`src/rtl/imem_loader_pkg.sv`:
```
// Shared types and constants for the instruction-memory loader.
//   IMemAddrWidth  : byte-address width of the instruction memory
//   MaxWords       : largest image (in 32-bit words) that fits in memory
//   HeaderBytes    : length of the little-endian word-count header
//   word           : 32-bit memory word
//   mem_width_t    : access width presented to the memory
//   loader_state_e : loader FSM states
package imem_loader_pkg;

  localparam int IMemAddrWidth = 10;
  localparam int MaxWords      = 2 ** (IMemAddrWidth - 2);
  localparam int WordCntWidth  = IMemAddrWidth - 1;  // holds 0..MaxWords
  localparam int HeaderBytes   = 4;

  typedef logic [31:0] word;

  typedef enum logic [1:0] {
    MEM_BYTE = 2'd0,
    MEM_HALF = 2'd1,
    MEM_WORD = 2'd2
  } mem_width_t;

  typedef enum logic [2:0] {
    ST_LEN   = 3'd0,
    ST_DATA  = 3'd1,
    ST_WRITE = 3'd2,
    ST_DONE  = 3'd3,
    ST_ERROR = 3'd4
  } loader_state_e;

endpackage

```
`src/rtl/imem_loader_if.sv`:
```
// Byte stream handshake between a UART receiver and the loader.
//   rx_data  : byte from the receiver
//   rx_valid : rx_data holds a byte
//   rx_ready : loader can take a byte; transfer on clk edge with valid && ready
// Modports: master = byte source, slave = loader.
interface imem_loader_if;

  logic [7:0] rx_data;
  logic       rx_valid;
  logic       rx_ready;

  modport master (output rx_data, output rx_valid, input rx_ready);
  modport slave  (input rx_data, input rx_valid, output rx_ready);

endinterface

```
`src/rtl/imem_loader_timeout.sv`:
```
// Idle counter for the loader.
//   clk, reset : clock, asynchronous active-high reset
//   clear      : a byte was accepted this cycle; restart the count
//   enable     : count idle cycles in this cycle
//   expired    : TimeoutCycles idle cycles have elapsed since the last clear
module loader_timeout #(
  parameter int unsigned TimeoutCycles = 1_000_000
) (
  input  logic clk,
  input  logic reset,
  input  logic clear,
  input  logic enable,
  output logic expired
);

  localparam int CntWidth = $clog2(TimeoutCycles + 1);

  logic [CntWidth-1:0] count_q;

  assign expired = (count_q == CntWidth'(TimeoutCycles));

  // NOTE: sequential state uses non-blocking (<=) assignments so every flop
  // samples the pre-edge values of its inputs, independent of block order.
  always_ff @(posedge clk or posedge reset) begin
    if (reset) begin
      count_q <= '0;
    end else if (clear) begin
      count_q <= '0;
    end else if (enable && !expired) begin
      // Saturate so the expired flag cannot wrap back to idle.
      count_q <= count_q + CntWidth'(1);
    end
  end

endmodule

```
`src/rtl/imem_loader.sv`:
```
// Streams a boot image from a UART into instruction memory while the core
// is held in reset.
// Image: 4-byte little-endian word count N, then N little-endian words.
//   clk, reset   : clock, asynchronous active-high reset
//   rx           : byte stream handshake (slave side)
//   write_enable : memory write strobe, one cycle per word
//   width        : memory access width (always WORD)
//   sign_extend  : memory sign extension (always 0)
//   address      : memory byte address
//   data_in      : memory write data
//   cpu_hold     : keeps the core in reset until the image is loaded
//   done         : image completely written (held until reset)
//   error        : load aborted (bad length or timeout, held until reset)
module imem_loader
  import imem_loader_pkg::*;
#(
  parameter int unsigned TimeoutCycles = 1_000_000
) (
  input  logic                     clk,
  input  logic                     reset,
  imem_loader_if.slave             rx,
  output logic                     write_enable,
  output mem_width_t               width,
  output logic                     sign_extend,
  output logic [IMemAddrWidth-1:0] address,
  output word                      data_in,
  output logic                     cpu_hold,
  output logic                     done,
  output logic                     error
);

  loader_state_e            state_q, state_d;
  logic [1:0]               byte_cnt_q, byte_cnt_d;
  logic [WordCntWidth-1:0]  word_cnt_q, word_cnt_d;
  logic [WordCntWidth-1:0]  n_q, n_d;
  logic [IMemAddrWidth-1:0] address_q, address_d;
  word                      data_q, data_d;

  logic ready_c;
  logic rx_accept;
  logic timeout_en;
  logic timeout_expired;
  word  shifted;
  logic [WordCntWidth-1:0]  word_cnt_inc;

  // Bytes arrive LSB first: each new byte enters at the top, so after four
  // bytes the first one sits in [7:0].
  assign shifted      = {rx.rx_data, data_q[31:8]};
  assign word_cnt_inc = word_cnt_q + WordCntWidth'(1);

  // rx_ready is forced low while reset is asserted even though the held
  // state is LEN.
  assign rx.rx_ready = ready_c && !reset;
  assign rx_accept   = rx.rx_valid && rx.rx_ready;

  // An empty header never times out; the timeout starts with the first byte.
  assign timeout_en = ((state_q == ST_LEN) && (byte_cnt_q != 2'd0)) ||
                      (state_q == ST_DATA);

  assign width       = MEM_WORD;
  assign sign_extend = 1'b0;
  assign address     = address_q;
  assign data_in     = data_q;

  loader_timeout #(
    .TimeoutCycles (TimeoutCycles)
  ) u_timeout (
    .clk     (clk),
    .reset   (reset),
    .clear   (rx_accept),
    .enable  (timeout_en),
    .expired (timeout_expired)
  );

  // NOTE: every register, including the data buffer, is reset so a load
  // interrupted mid-word leaves no stale partial word behind.
  always_ff @(posedge clk or posedge reset) begin
    if (reset) begin
      state_q    <= ST_LEN;
      byte_cnt_q <= '0;
      word_cnt_q <= '0;
      n_q        <= '0;
      address_q  <= '0;
      data_q     <= '0;
    end else begin
      state_q    <= state_d;
      byte_cnt_q <= byte_cnt_d;
      word_cnt_q <= word_cnt_d;
      n_q        <= n_d;
      address_q  <= address_d;
      data_q     <= data_d;
    end
  end

  // NOTE: every signal driven here gets a default first; a path that leaves
  // one unassigned would infer a latch.
  always_comb begin
    state_d      = state_q;
    byte_cnt_d   = byte_cnt_q;
    word_cnt_d   = word_cnt_q;
    n_d          = n_q;
    address_d    = address_q;
    data_d       = data_q;
    ready_c      = 1'b0;
    write_enable = 1'b0;
    cpu_hold     = 1'b1;
    done         = 1'b0;
    error        = 1'b0;

    unique case (state_q)
      ST_LEN: begin
        ready_c = 1'b1;
        if (rx.rx_valid) begin
          data_d     = shifted;
          byte_cnt_d = byte_cnt_q + 2'd1;
          if (byte_cnt_q == 2'(HeaderBytes - 1)) begin
            byte_cnt_d = '0;
            if (shifted == '0) begin
              state_d = ST_DONE;
            end else if (shifted > word'(MaxWords)) begin
              state_d = ST_ERROR;
            end else begin
              state_d    = ST_DATA;
              n_d        = shifted[WordCntWidth-1:0];
              word_cnt_d = '0;
              address_d  = '0;
            end
          end
        end else if (timeout_expired) begin
          state_d = ST_ERROR;
        end
      end

      ST_DATA: begin
        ready_c = 1'b1;
        if (rx.rx_valid) begin
          data_d     = shifted;
          byte_cnt_d = byte_cnt_q + 2'd1;
          if (byte_cnt_q == 2'd3) begin
            byte_cnt_d = '0;
            state_d    = ST_WRITE;
          end
        end else if (timeout_expired) begin
          state_d = ST_ERROR;
        end
      end

      ST_WRITE: begin
        write_enable = 1'b1;
        word_cnt_d   = word_cnt_inc;
        if (word_cnt_inc == n_q) begin
          // Address stays on the last word so it never wraps past memory.
          state_d = ST_DONE;
        end else begin
          state_d   = ST_DATA;
          address_d = address_q + IMemAddrWidth'(4);
        end
      end

      ST_DONE: begin
        cpu_hold = 1'b0;
        done     = 1'b1;
      end

      ST_ERROR: begin
        error = 1'b1;
      end

      default: begin
        state_d = ST_ERROR;
      end
    endcase
  end

endmodule
```
`src/flat_wrapper.sv`:
```
// flat-port wrapper written by rule: the top's interface ports become plain ports
module imem_loader_flat import imem_loader_pkg::*;
#(
  parameter int unsigned TimeoutCycles = 1_000_000
)
  (clk, reset, write_enable, width, sign_extend, address, data_in, cpu_hold, done, error, rx_rx_data, rx_rx_valid, rx_rx_ready);
  imem_loader_if rx_i ();
  input  logic clk;
  input  logic reset;
  output logic write_enable;
  output mem_width_t width;
  output logic sign_extend;
  output logic [IMemAddrWidth-1:0] address;
  output word data_in;
  output logic cpu_hold;
  output logic done;
  output logic error;
  input wire logic [$bits(rx_i.rx_data)-1:0] rx_rx_data;
  input wire logic [$bits(rx_i.rx_valid)-1:0] rx_rx_valid;
  output wire logic [$bits(rx_i.rx_ready)-1:0] rx_rx_ready;
  assign rx_i.rx_data = rx_rx_data;
  assign rx_i.rx_valid = rx_rx_valid;
  assign rx_rx_ready = rx_i.rx_ready;
  imem_loader #(.TimeoutCycles(TimeoutCycles)) u_core (.clk(clk), .reset(reset), .rx(rx_i), .write_enable(write_enable), .width(width), .sign_extend(sign_extend), .address(address), .data_in(data_in), .cpu_hold(cpu_hold), .done(done), .error(error));
endmodule
```
`config.mk`:
```
export PLATFORM = sky130hd
export DESIGN_NAME = imem_loader_flat
export DESIGN_NICKNAME = d
export VERILOG_FILES = /design/src/rtl/imem_loader_pkg.sv /design/src/rtl/imem_loader_if.sv /design/src/rtl/imem_loader_timeout.sv /design/src/rtl/imem_loader.sv /design/src/flat_wrapper.sv
export SDC_FILE = /design/constraint.sdc
export NUM_CORES = 1
export LEC_CHECK = 0
export CAP_MARGIN = 10
export CORE_MARGIN = 3
export CORE_UTILIZATION = 40
export CTS_CLUSTER_DIAMETER = 60
export DETAILED_ROUTE_END_ITERATION = 10
export GPL_ROUTABILITY_DRIVEN = 0
export MAX_ROUTING_LAYER = met4
export SLEW_MARGIN = 20
export SYNTH_ARGS = -nofsm -noshare
export SYNTH_HDL_FRONTEND = slang
export SYNTH_SLANG_ARGS = --single-unit
export TNS_END_PERCENT = 5
```
`constraint.sdc`:
```
create_clock -name clk -period 3.7 [get_ports clk]
set_input_delay 0.74 -clock clk [delete_from_list [all_inputs] [get_ports clk]]
set_output_delay 0.74 -clock clk [all_outputs]
set_load 0.03 [all_outputs]
```
# [Word-level counts from Yosys, hierarchy flattened]
# Index checks and enable logic that the tools add are counted.
# Widths: inputs -> output; s select.
[op_classes] addsub=4 magnitude_cmp=1 eq_ne=14 n_mux=28 bitwise_logic=3 n_reduce_logical=19
[ops] op="$mux 10" count=5
[ops] op="$mux 20" count=2
[ops] op="$mux 9" count=4
[ops] op="$gt 32x9->1 const B" count=1
[ops] op="$logic_not 32->1" count=1
[ops] op="$mux 3" count=7
[ops] op="$add 20x1->20 const B" count=1
[ops] op="$eq 20x20->1 const B" count=1
[ops] op="$pmux 10 s2" count=1
[ops] op="$pmux 9 s2" count=1
[ops] op="$pmux 3 s4" count=1
[ops] op="$add 10x3->10 const B" count=1
[ops] op="$ne 2x2->1 const B" count=5
[ops] op="$reduce_and 5->1" count=2
[ops] op="$add 9x1->9 const B" count=1
[ops] op="$eq 9x9->1" count=1
[ops] op="$eq 3x2->1 const B" count=2
[ops] op="$ne 3x3->1 const B" count=2
[ops] op="$reduce_and 6->1" count=1
[ops] op="$reduce_bool 2->1" count=3
[ops] op="$mux 1" count=5
[ops] op="$logic_and 1x1->1" count=4
[ops] op="$mux 2" count=2
[ops] op="$reduce_or 2->1" count=2
[ops] op="10 further kinds" count=13
[totals] regBits=85 in_bits=11 output_inout_bits=50 word_cells=76

# [Logic depth before layout (Yosys ltp)]
[depth] ltp_word=6 depth_mapped=9 mapped_depth_nobuf=8

# [By module]
# A second synthesis with hierarchy kept.
[hier_totals] hier_cells=391 hier_area_um2=4187.8
[modules_own_cells] module="imem_loader" n_inst=1 cells_per_inst=270 area_each_um2=3074.2 seq_area_each_um2=1576.5
[modules_own_cells] module="loader_timeout" n_inst=1 cells_per_inst=121 area_each_um2=1113.6 seq_area_each_um2=500.5

# [Worst setup path after synthesis]
# Ideal clock, no wire load.
[synth_timing] path_kind="input-to-reg" startpoint="input rx_rx_valid" endpoint="register u_core.n_q[0]" setup_ns=0.125 t_arrival_ns=2.129 required_time_ns=3.575 path_slack_ns=1.446 path_stages=5 path_buffers=0 cell_sequence="inv_1 nor3_1 nand2_1 nand4b_1 mux2_2"
[synth_between] elab_chain_len=1
[synth_rtl] item="start, declared" line="flat_wrapper.sv:19" text="input wire logic [$bits(rx_i.rx_valid)-1:0] rx_rx_valid;"
[synth_rtl] item="$reduce_and 5->1 (no source line)"
[synth_rtl] item="end signal, assigned" line="imem_loader.sv:89" text="n_q <= n_d;"
[synth_rtl] item="end, declared" line="imem_loader.sv:35" text="logic [WordCntWidth-1:0] n_q, n_d;"
# Every way passes these cells.
# A chain may end at the register's enable or synchronous reset.

# [Worst setup path in the final report]
[layout_timing] startpoint="register u_core.state_q[1]" endpoint="output write_enable"
[layout_between] elab_chain_len=2
[layout_rtl] item="start, declared" line="imem_loader.sv:32" text="loader_state_e state_q, state_d;"
[layout_rtl] item="start signal, assigned" line="imem_loader.sv:86" text="state_q <= state_d;"
[layout_rtl] item="$eq 3x2->1" line="imem_loader.sv:110" text="unique case (state_q)"
[layout_rtl] item="$mux 1" line="imem_loader.sv:110"
[layout_rtl] item="end, declared" line="flat_wrapper.sv:10" text="output logic write_enable;"
# Every way passes these cells.

==> results.ini <==
[yosys]
synth_cell_types=53
yosys_warnings=0
synth_ff_type=dfrtp_1
synth-async-reset-ratio=1.00
yosys.area.top_type=dfrtp_1
synth_top_area_frac=0.490
seq_area_frac_synth=0.490
synth_area_um2=4240
synth_area_leaders=dfrtp_1 49%, nand2_1 11%, o21ai_0 3.3%, mux2_2 2.7%, nor2_1 2.5%
avgSynthCellArea_um2=8.93
ys_ff_latch=83
synth_edf_count=0
synthCells=475

[setup_path]
crit_family=buffers and inverters
cp-end-kind=output pin
critPathBufInv=3
cp.required_ns=2.96
crit_type=reg -> out
critPathSlowestCell=clkdlybuf4s50_1
start_kind=register
cp.arrival_ns=2.61
path_cells=or3b_1 > buf_4 > inv_1 > clkdlybuf4s50_1
crit_fanout=15
r2r_slack_ns=1.11
crit_path_max_incr_delay_ns=0.75

[cts]
cts_tree=built
cts_buffers=9
clock-root-buffer=clkbuf_8
clkTransAtPathRegs_ns=0.10
clockBufferDepth=2
cts_hold_buf=0
clkSinkCount=83
worstSkewPairLatency_ns=0.36
htreeDepth=3
cts_resized=0
post_cts_buffers=0

[timing]
tightest_slew_ns=0.944
post-route-period-util=0.905
hold_viol_final=0
tns_ns=0
rsz0062_at_grt=no
min_period_ns=3.35
finalMaxSlewViolations=0
skew_ns=0.0186
slew-limit-headroom=0.367
final-setup-viol-count=0
clock.fmax_mhz=299

[power]
leakage_nw=2.30
power_switching_w=0.00132
p_int_w=0.00186
swShare=0.415
comb_power_share=0.355
power_density_nw_per_um2=622
vdd_drop_max_uv=382
clkPwrFrac=0.202
power_frac_seq=0.443

[die]
initial_utilization=0.422
coreArea_um2=10000
die_h_um=109
fp.dieArea_um2=11900
num_rows=36
die-width_um=109
pin_count=61

[final_layout]
stdcell_count=663
final_common_cell=nand2_1
syn_to_final_growth_pct=20.2
drive_above_1_share=0.0736
final_cell_mix=127 x nand2_1, 83 x dfrtp_1, 55 x clkdlybuf4s50_1
num_antenna_cells=0
nNetsFinal=542
final_core_util=0.507

[global_route]
antenna_found_initial=0
grt_first_pass_wirelength_um=17000
grt_usage=0.184
grt_pass1_vias=3503
grt.overflow.total=0
grt_max_degree=49

[detailed_routing]
initialDrtViolationCount=237
final_antenna_net_count=0
wl_um=9690
routedWlPerCell_um=14.6
drc=0
vias=3529
avgViaCountPerCell=5.32
drt_first_pass_iters=4

[placement]
hpwl_um=6640
post-place-cells=647
port_buffers=55

[status]
status=completed

[job]
drv_cap=0

[worst_hold_path]
worstHoldPathType=reg -> reg

## synthesized netlist by cell type (8+ instances only)
cell	number
nand4_1	12
o21ai_0	28
or3_1	13
a21oi_1	20
xnor2_1	12
mux2_2	10
inv_1	14
clkbuf_1	15
nand2_1	127
and3_1	10
nor4_1	8
nand3_1	12
dfrtp_1	83
nor2_1	28
## per-stage QoR
| step | area (um2) | setup slack (ns) | hold WS (ns) | power, W |
|---|---|---|---|---|
| 2_1_floorplan | 4250 | 0.823 | 0.473 | 0.00207 |
| 3_3_place_gp | 4910 | 0.710 | 0.459 | 0.00254 |
| 3_5_place_dp | 4910 | 0.627 | 0.464 | 0.00256 |
| 4_1_cts | 5100 | 0.338 | 0.491 | 0.00321 |
| 5_1_grt | 5100 | 0.209 | 0.524 | 0.00340 |
| 6_report | 5100 | 0.353 | 0.486 | 0.00317 |
## power groups by stage
stage | combinational (W) | clock, W | sequential [W]
6_report | 0.00113 | 0.000641 | 0.00141
5_1_grt | 0.00123 | 0.000707 | 0.00146
4_1_cts | 0.00114 | 0.000662 | 0.00141
3_5_place_dp | 0.00114 | 0 | 0.00143
3_3_place_gp | 0.00113 | 0 | 0.00142
2_1_floorplan | 0.000445 | 0 | 0.00163
## final timing paths
check,startpoint,depth (start not counted),endpoint
max in group asynchronous,reset,3,u_core.data_in[0]
setup reg to reg,u_core.state_q[1],7,u_core.address[9]
setup / recovery,u_core.state_q[1],4,write_enable
min in group asynchronous,reset,2,u_core.u_timeout.count_q[5]
hold / removal,u_core.data_in[6],2,u_core.data_in[6]
hold reg to reg,u_core.data_in[6],2,u_core.data_in[6]
## sequential cells by signal, indices dropped and copies added, names as in the netlist
name and cells:
u_core.n_q 9, u_core.address 8, u_core.byte_cnt_q 2, u_core.state_q 3, u_core.word_cnt_q 9, u_core.data_in 32
u_core.u_timeout.count_q 20
## worst register-to-register path: stages (launching register included)
cell,delay [ns]
dfrtp_1,0.60
or3b_1,0.39
buf_4,0.20
nor3_2,0.21
o221ai_2,0.14
a211oi_4,0.49
a21oi_2,0.13
a221o_1,0.34
## cell families after synthesis
kind of cell,share of synthesized area
simple gates,0.258
flops,0.490
compound gates,0.124
buf+inv,0.0407
xor+xnor,0.0392
mux,0.0289
fa+ha+maj,0.0177
other cells,0.00177
## layer usage
layer  GRT usage  share of wire
met1       0.247           0.48
met2       0.285           0.46
met3      0.0438          0.043
met4      0.0442          0.011
met5           -              0
## final cells by class
type | count | area, um2
Multi-Input combinational cell | 357 | 2010
Inverter | 14 | 53.8
Tap cell | 133 | 166
Sequential cell | 83 | 2080
Clock inverter | 7 | 67.6
Fill cell | 949 | 4950
Clock buffer | 9 | 124
Timing Repair Buffer | 60 | 601
No activity file was read; power rests on OpenSTA's default activity.
